$ cat config.mk
export PLATFORM = sky130hd
export DESIGN_NAME = clz_clo_normalizer
export DESIGN_NICKNAME = d
export VERILOG_FILES = /design/src/rtl/clz_clo_normalizer_pkg.sv /design/src/rtl/clz_clo_normalizer_stage.sv /design/src/rtl/clz_clo_normalizer.sv
export SDC_FILE = /design/constraint.sdc
export NUM_CORES = 1
export LEC_CHECK = 0
export CORE_MARGIN = 1
export CORE_UTILIZATION = 55
export CTS_BUF_LIST = sky130_fd_sc_hd__clkbuf_8
export CTS_CLUSTER_SIZE = 40
export DETAILED_ROUTE_END_ITERATION = 7
export GPL_TIMING_DRIVEN = 0
export PLACE_DENSITY = 0.81
export SLEW_MARGIN = 20
export SYNTH_ARGS = -nofsm -noshare
export SYNTH_HDL_FRONTEND = slang
export SYNTH_SLANG_ARGS = --single-unit
$ cat constraint.sdc
create_clock -name clk -period 4 [get_ports clk]
set_input_delay 0.4 -clock clk [delete_from_list [all_inputs] [get_ports clk]]
set_output_delay 0.4 -clock clk [all_outputs]
set_load 0.05 [all_outputs]
$ cat src/rtl/clz_clo_normalizer_pkg.sv
// rtl/clz_clo_normalizer_pkg.sv - shared encodings and defaults for the clz/clo normaliser
package clz_clo_normalizer_pkg;

  localparam logic OP_CLZ = 1'b0;
  localparam logic OP_CLO = 1'b1;

  localparam int DATA_WIDTH_DEFAULT = 32;
  localparam int ADDR_WIDTH_DEFAULT = 5;

  typedef enum logic [1:0] {
    ST_IDLE = 2'd0,
    ST_NORM = 2'd1,
    ST_DONE = 2'd2
  } state_e;

endpackage

$ cat src/rtl/clz_clo_normalizer_stage.sv
// rtl/clz_clo_normalizer_stage.sv - one binary-search step of the leading-zero search
module clz_stage #(
  parameter int DATA_WIDTH = 32,
  parameter int ADDR_WIDTH = 5
) (
  input  logic [DATA_WIDTH-1:0] work,
  input  logic [DATA_WIDTH-1:0] orig,
  input  logic [ADDR_WIDTH:0]   cnt,
  input  logic [ADDR_WIDTH-1:0] stage,
  output logic [DATA_WIDTH-1:0] work_nxt,
  output logic [DATA_WIDTH-1:0] orig_nxt,
  output logic [ADDR_WIDTH:0]   cnt_nxt
);

  logic [ADDR_WIDTH:0]   step;
  logic [DATA_WIDTH-1:0] top_mask;

  always_comb begin
    step     = (ADDR_WIDTH+1)'(1) << stage;
    top_mask = ~({DATA_WIDTH{1'b1}} >> step);
    work_nxt = work;
    orig_nxt = orig;
    cnt_nxt  = cnt;
    if ((work & top_mask) == '0) begin
      work_nxt = work << step;
      orig_nxt = orig << step;
      cnt_nxt  = cnt + step;
    end
    // Final stage: an operand with no significant bit at all still needs one more count.
    if (stage == '0 && !work_nxt[DATA_WIDTH-1]) begin
      cnt_nxt  = cnt_nxt + 1'b1;
      orig_nxt = '0;
    end
  end

endmodule

$ cat src/rtl/clz_clo_normalizer.sv
// rtl/clz_clo_normalizer.sv - multi-cycle count-leading-zeros/ones with normalised result
module clz_clo_normalizer
  import clz_clo_normalizer_pkg::*;
#(
  parameter int DATA_WIDTH = DATA_WIDTH_DEFAULT,
  parameter int ADDR_WIDTH = ADDR_WIDTH_DEFAULT
) (
  input  logic                  clk,
  input  logic                  rst_n,
  input  logic                  flush,
  input  logic                  in_valid,
  output logic                  in_ready,
  input  logic                  op_clo,
  input  logic [DATA_WIDTH-1:0] data_in,
  output logic                  out_valid,
  input  logic                  out_ready,
  output logic [ADDR_WIDTH:0]   count_out,
  output logic [DATA_WIDTH-1:0] norm_out
);

  state_e                state_q, state_d;
  logic [DATA_WIDTH-1:0] work_q, work_d, orig_q, orig_d, norm_q, norm_d;
  logic [ADDR_WIDTH:0]   cnt_q, cnt_d, count_q, count_d;
  logic [ADDR_WIDTH-1:0] stage_q, stage_d;
  logic                  in_ready_q, in_ready_d, out_valid_q, out_valid_d;

  logic [DATA_WIDTH-1:0] work_nxt, orig_nxt;
  logic [ADDR_WIDTH:0]   cnt_nxt;

  clz_stage #(.DATA_WIDTH(DATA_WIDTH), .ADDR_WIDTH(ADDR_WIDTH)) u_stage (
    .work     (work_q),
    .orig     (orig_q),
    .cnt      (cnt_q),
    .stage    (stage_q),
    .work_nxt (work_nxt),
    .orig_nxt (orig_nxt),
    .cnt_nxt  (cnt_nxt)
  );

  always_comb begin
    state_d     = state_q;
    work_d      = work_q;
    orig_d      = orig_q;
    cnt_d       = cnt_q;
    stage_d     = stage_q;
    count_d     = count_q;
    norm_d      = norm_q;
    in_ready_d  = in_ready_q;
    out_valid_d = out_valid_q;
    if (flush) begin
      state_d     = ST_IDLE;
      in_ready_d  = 1'b1;
      out_valid_d = 1'b0;
    end else begin
      unique case (state_q)
        ST_IDLE: begin
          if (in_valid && in_ready_q) begin
            // Leading ones become leading zeros so a single search serves both ops.
            work_d     = (op_clo == OP_CLO) ? ~data_in : data_in;
            orig_d     = data_in;
            cnt_d      = '0;
            stage_d    = ADDR_WIDTH'(ADDR_WIDTH-1);
            state_d    = ST_NORM;
            in_ready_d = 1'b0;
          end
        end
        ST_NORM: begin
          work_d  = work_nxt;
          orig_d  = orig_nxt;
          cnt_d   = cnt_nxt;
          stage_d = stage_q - 1'b1;
          if (stage_q == '0) begin
            state_d     = ST_DONE;
            out_valid_d = 1'b1;
            count_d     = cnt_nxt;
            norm_d      = orig_nxt;
          end
        end
        ST_DONE: begin
          if (out_ready) begin
            state_d     = ST_IDLE;
            out_valid_d = 1'b0;
            in_ready_d  = 1'b1;
          end
        end
        default: begin
          state_d     = ST_IDLE;
          in_ready_d  = 1'b1;
          out_valid_d = 1'b0;
        end
      endcase
    end
  end

  always_ff @(posedge clk or negedge rst_n) begin
    if (!rst_n) begin
      state_q     <= ST_IDLE;
      work_q      <= '0;
      orig_q      <= '0;
      cnt_q       <= '0;
      stage_q     <= '0;
      count_q     <= '0;
      norm_q      <= '0;
      in_ready_q  <= 1'b1;
      out_valid_q <= 1'b0;
    end else begin
      state_q     <= state_d;
      work_q      <= work_d;
      orig_q      <= orig_d;
      cnt_q       <= cnt_d;
      stage_q     <= stage_d;
      count_q     <= count_d;
      norm_q      <= norm_d;
      in_ready_q  <= in_ready_d;
      out_valid_q <= out_valid_d;
    end
  end

  assign in_ready  = in_ready_q;
  assign out_valid = out_valid_q;
  assign count_out = count_q;
  assign norm_out  = norm_q;

endmodule

Word level (Yosys, flattened, before mapping) --
Index checks and enable logic that the tools add are counted.
Storage, ports and cells: input bits 38, logic and storage cells 70, register bits 117, output and inout port bits 40
Cells by class: bitwise operators 4, muxes and demuxes 27, shift-type cells 4, equal/unequal tests 9, $add $sub $neg 3, reductions and logical operators 13
Operator list (count):
- 32-bit two-way mux | 6
- 32-bit case mux with 2 select lines | 2
- 32-bit NOT | 2
- 32-bit by 6-bit left shift with 32-bit output | 2
- 32-bit AND | 1
- 32-bit logical NOT | 1
- 32-bit by 6-bit right shift with 32-bit output, first input constant | 1
- 6-bit two-way mux | 3
- 3-bit AND reduction | 5
- 6-bit case mux with 2 select lines | 1
- 5-bit case mux with 2 select lines | 1
- 3-bit inequality test, second input constant | 3
- 2-bit two-way mux | 4
- 6-bit by 1-bit adder with 6-bit output, second input constant | 1
- 6-bit adder | 1
- 1-bit two-way mux | 6
- 2-bit inequality test, second input constant | 3
- 1-bit case mux with 3 select lines | 2
- 2-bit case mux with 3 select lines | 1
- 1-bit by 5-bit left shift with 6-bit output, first input constant | 1
- 5-bit logical NOT | 1
- 5-bit two-way mux | 1
- 5-bit by 1-bit subtractor with 5-bit output, second input constant | 1
- 4-bit AND reduction | 1
- 8 further kinds | 9

Depth between registers and ports, before layout --
depth in word-level cells 10, depth in mapped cells 17

Modules after synthesis --
From an unflattened synthesis, not the netlist that was laid out.
Unflattened totals: cell total of the unflattened synthesis 1117, area, all modules 10040.9 µm²
Modules (own cells, without submodules):
- clz_clo_normalizer | cells an instance 388, sequential area each 2929.1 µm², instances 1, area an instance 5582.9 µm²
- clz_stage | cells an instance 729, sequential area each 0.0 µm², instances 1, area an instance 4458.0 µm²

Least setup slack after synthesis --
Ideal clock, no wire load.
path type reg-to-reg, start point reg stage_q[0], end point reg count_q[4] (netlist: count_out[4]), setup slack 0.554 ns, path buffers 7, arrival time 3.322 ns, clock period less this slack 3.446 ns, cell stages (with the launch flop) 18, data required time 3.875 ns, cell sequence dfrtp_1 -> buf_4 -> buf_4 -> buf_2 -> buf_4 -> buf_2 -> buf_2 -> buf_1 -> nand2_1 -> xnor2_1 -> ha_1 -> a31oi_1 -> xnor2_1 -> nand4_1 -> o31ai_1 -> nand3_2 -> xor2_1 -> mux2_2
Between the ends: word-level cells in the longest chain between the ends 9, elaborated cells between the ends (all ways) 15, classes of those cells add/sub: 2; shift: 3; mux: 3; bitwise: 2; reduce/logical: 5
Ends and longest elaborated chain:
- start, declared | line clz_clo_normalizer.sv:24 | logic [ADDR_WIDTH-1:0] stage_q, stage_d;
- start signal, assigned | line clz_clo_normalizer.sv:111 | stage_q <= stage_d;
- branches (longest 9 deep; another with 6-bit by 1-bit adder with 6-bit output)
- end signal, assigned | line clz_clo_normalizer.sv:112 | count_q <= count_d;
- end, declared | line clz_clo_normalizer.sv:23 | logic [ADDR_WIDTH:0] cnt_q, cnt_d, count_q, count_d;
Several ways; the timed one is not identified. The select of a mux whose other input is x is not followed. A chain may end at the register's enable or synchronous reset.

Worst setup path in the final report --
start point reg stage_q[0], end point reg norm_q[4] (netlist: norm_out[4])
Between the ends: word-level cells in the longest chain between the ends 9, elaborated cells between the ends (all ways) 14, classes of those cells shift: 4; mux: 3; bitwise: 2; reduce/logical: 5
Ends and longest elaborated chain:
- 1-bit by 5-bit left shift with 6-bit output | line clz_clo_normalizer_stage.sv:19 | step = (ADDR_WIDTH+1)'(1) << stage;
- 32-bit by 6-bit right shift with 32-bit output | line clz_clo_normalizer_stage.sv:20 | top_mask = ~({DATA_WIDTH{1'b1}} >> step);
- 32-bit NOT | line clz_clo_normalizer_stage.sv:20
- 32-bit AND | line clz_clo_normalizer_stage.sv:24 | if ((work & top_mask) == '0) begin
- 32-bit logical NOT | line clz_clo_normalizer_stage.sv:24
- 32-bit two-way mux | line clz_clo_normalizer_stage.sv:24
- 1-bit logical NOT | line clz_clo_normalizer_stage.sv:30 | if (stage == '0 && !work_nxt[DATA_WIDTH-1]) begin
- 1-bit logical AND | line clz_clo_normalizer_stage.sv:30
- 32-bit two-way mux | line clz_clo_normalizer_stage.sv:30
- end signal, assigned | line clz_clo_normalizer.sv:113 | norm_q <= norm_d;
- end, declared | line clz_clo_normalizer.sv:22 | logic [DATA_WIDTH-1:0] work_q, work_d, orig_q, orig_d, norm_q, norm_d;
Parallel ways exist; a longest one is shown, timed or not. The select of a mux whose other input is x is not followed.

==> results by group <==
CTS
  • H-tree levels: 4
  • TritonCTS clock tree: yes
  • CTS sink cnt: 117
  • Root Driver: clkbuf_8
  • Skew-Pair Late Insertion Delay: 0.48 ns
  • CTS Buf Count: 17
  • Clock slew at reported path FFs: 0.09 ns
  • Clk buf depth: 2

Drt
  • Final wirelength: between 40 and 50 mm
  • WL/cell: 29.9 microns
  • Drt first-iter violations: 1,657
  • DRC viols: 0
  • Final ANT Viol Nets: 0
  • Vias after detailed routing: 10.6k
  • First-pass iteration count of the detailed router: 8
  • Vias per cell: 7.28

Cells and area
  • Area of the multi-input gates: 0.00580 sq mm
  • Share of cells above drive strength 1: 12.5%
  • Sequential Area: 0.00293 sq mm
  • Fillers: 1,407
  • Non-Filler Cell Area, Final: 0.0108 sq mm
  • Final core utilization: 65.3%
  • Final nets: 1,271
  • Synthesis-to-layout area growth: 16.5%
  • Most frequent cells in the layout: nand2_1 (132), dfrtp_1 (116), a21oi_1 (114)
  • Ant. Diodes: 0
  • Commonest non-fill, non-tap cell in the layout: nand2_1

Worst setup path
  • Critical Path AT: 4.28 ns
  • Crit path kind: flip-flop to flip-flop
  • R2R depth: 12
  • Reg2reg setup slack: 0.08 ns
  • WP data required: 4.36 ns
  • Worst Setup End Kind: flip-flop
  • CP Launch Type: flip-flop
  • CP Max Fanout: 10

Placed design
  • DP HPWL: 32.3 mm
  • Gpl congestion: ~1.1
  • # port buffers: 76
  • Post-DP Area: between 0.01 and 0.015 sq mm
  • Place WS: -0.617 ns

Floorplan
  • Core footprint: 0.0165 sq mm
  • Ports: 78
  • Die area: 0.0174 sq mm
  • Die X: ~130 microns
  • Die Height: 132 microns
  • Row Count: 47
  • Initial core utilization: 56.0%

Job
  • Max Cap Viol: 0

Power
  • VDD IR max: 0.000585 V
  • Leak Pwr: roughly 4.5 nW
  • Pwr dens: 942 mW/mm^2
  • Total Power: 10.2 mW

Timing
  • Skew final: between 0.02 and 0.025 ns
  • Final worst-path cycle share: 97.9%
  • Max Slew Vio Count: 0
  • Endpoints failing setup: 0
  • Endpoints failing hold: 0
  • Min Tclk post-route: about 3.9 ns
  • F_max: 255 MHz
  • WHS: 0.475 ns
  • RSZ-0062 raised after global routing: false
  • Relative slew margins: ~33%
  • Least-Margin Pin Slew: ~1.0 ns
  • Setup slack after layout: 0.0838 ns

Logic synthesis
  • Count of unique library cells instantiated by Yosys: 83
  • Post-synth EDFFs: 0
  • Share of the synthesized area in the top cell type: between 30% and 40%
  • #FFs+latches synth: between 100 and 150
  • Fraction of registers with async set/reset: 100%
  • Post-Synthesis Mean Instance Area: just over 8 sq um
  • Mapped Nets: 1,173
  • Cell type with the largest total area after synthesis: dfrtp_1
  • Register area share after synthesis: 31.6%
  • Ranking of synthesized cells by area: dfrtp_1 (31%), mux2i_1 (7.8%), a21oi_1 (6.2%)
  • Syn Inst Count: 1,130
  • Syn. warnings: 0
  • Post-synthesis instance area: 0.00926 sq mm
  • Main flop type after synthesis: dfrtp_1

GRT
  • GR Util met1: 64.5%
  • GRT Overall Usage: 50.4%
  • Vias in the first global route: 10.2k
  • Total grt overflow: 0
  • Gr busiest metal: met2
  • Global routing met2 resource utilization: between 70% and 80%
  • Largest net degree at the start of global routing: 63
  • Initial antenna violation count: 0
  • Routing usage on met3: ~20%
  • First-pass GRT wire length: 63.8 mm

Worst hold path
  • Hold crit path type: primary input to async pin

Outcome
  • Status: finished, final reports clean
==> report_power, final <==
group | switching (mW) | total, mW | leakage [nW] | internal (mW)
registers | 0.631 | 2.26 | 1.46 | 1.63
logic | 4.51 | 6.68 | 2.83 | 2.17
clock network | 0.636 | 1.22 | 0.210 | 0.582
total | 5.78 | 10.2 | 4.49 | 4.38
==> cell usage after synthesis (17+ instances only) <==
| cell | instances |
|---|---|
| nand2_1 | 132 |
| dfrtp_1 | 116 |
| a21oi_1 | 114 |
| nor2_1 | 104 |
| o21ai_0 | 88 |
| mux2i_1 | 72 |
| clkbuf_1 | 54 |
| mux2_2 | 39 |
| o21ai_1 | 28 |
| xor2_1 | 28 |
| buf_2 | 26 |
| o211ai_1 | 23 |
| nand3_1 | 21 |
| o22ai_1 | 18 |
| or3_1 | 17 |
| xnor2_1 | 17 |
==> layout make-up <==
type | count | share of cell area, %
buffer | 100 | 4.71
clock buffer | 17 | 2.17
clock inverter | 15 | 1.69
inverter | 9 | 0.313
multi-input combinational | 901 | 53.7
sequential | 117 | 27.1
tap | 220 | 2.55
timing repair buffer | 82 | 7.69
==> logic make-up after synthesis <==
family / count (synthesis) / share of synthesized area (%)
DFF: 117 / 31.6
AOI/OAI and AO/OA: 405 / 27.8
buffers and inverters: 112 / 5.84
muxes: 113 / 13.0
and+or+nand+nor: 333 / 16.8
xor gates and xnor gates: 45 / 4.26
adders and majority gates: 5 / 0.675
==> path summary, 6_finish.rpt <==
| check | startpoint | end |
|---|---|---|
| worst max-delay path | stage_q[0] | norm_out[4] |
| worst min-delay path | rst_n | work_q[19] |
| worst max register to register | stage_q[0] | norm_out[4] |
| worst min register to register | count_out[2] | count_out[2] |
| max in group asynchronous | rst_n | orig_q[8] |
| min in group clk | count_out[2] | count_out[2] |
==> registers in the layout, indices dropped and copies added, names as in the netlist <==
name	flops
out_valid	1
state_q	2
work_q	32
cnt_q	6
in_ready	1
orig_q	32
stage_q	5
norm_out	32
count_out	6
==> critical path, stage by stage, from the launching register on <==
cell and delay, ns:
dfrtp_1 0.36, buf_4 0.18, inv_1 0.23, clkbuf_1 0.59
clkbuf_2 0.48, ha_1 0.29, and2_1 0.36, and2_1 0.28
o21a_1 0.24, buf_6 0.20, buf_6 0.18, a21oi_1 0.11
mux2_2 0.30
==> per-stage QoR <==
stage / std cells / TNS [ns]
floorplan: 1130 / 0
global placement: 1426 / -249.91
detailed placement: 1427 / -3.93
CTS: 1458 / 0
global route: 1461 / 0
finish: 1461 / 0
==> layer usage <==
| metal | part of all wire (%) | vias to the layer above | wire length, microns |
|---|---|---|---|
| met4 | 7.2 | 2 | 3130 |
| met1 | 37 | 4997 | 16000 |
| met5 | 0.073 | - | 32 |
| met2 | 41 | 1033 | 17700 |
| met3 | 16 | 265 | 6770 |
| li1 | - | 4337 | - |
==> what timing repair did <==
| item | in CTS | in global routing |
|---|---|---|
| hold endpoints to repair | 54 | 0 |
| gates resized for setup | 2 | 4 |
| hold buffers | 1 | 0 |
| cloned | 0 | 0 |
| setup endpoints to repair | 8 | 53 |
| buffers inserted | 0 | 4 |
| pin swaps | 0 | 1 |
(Power assumes the default switching activity.)
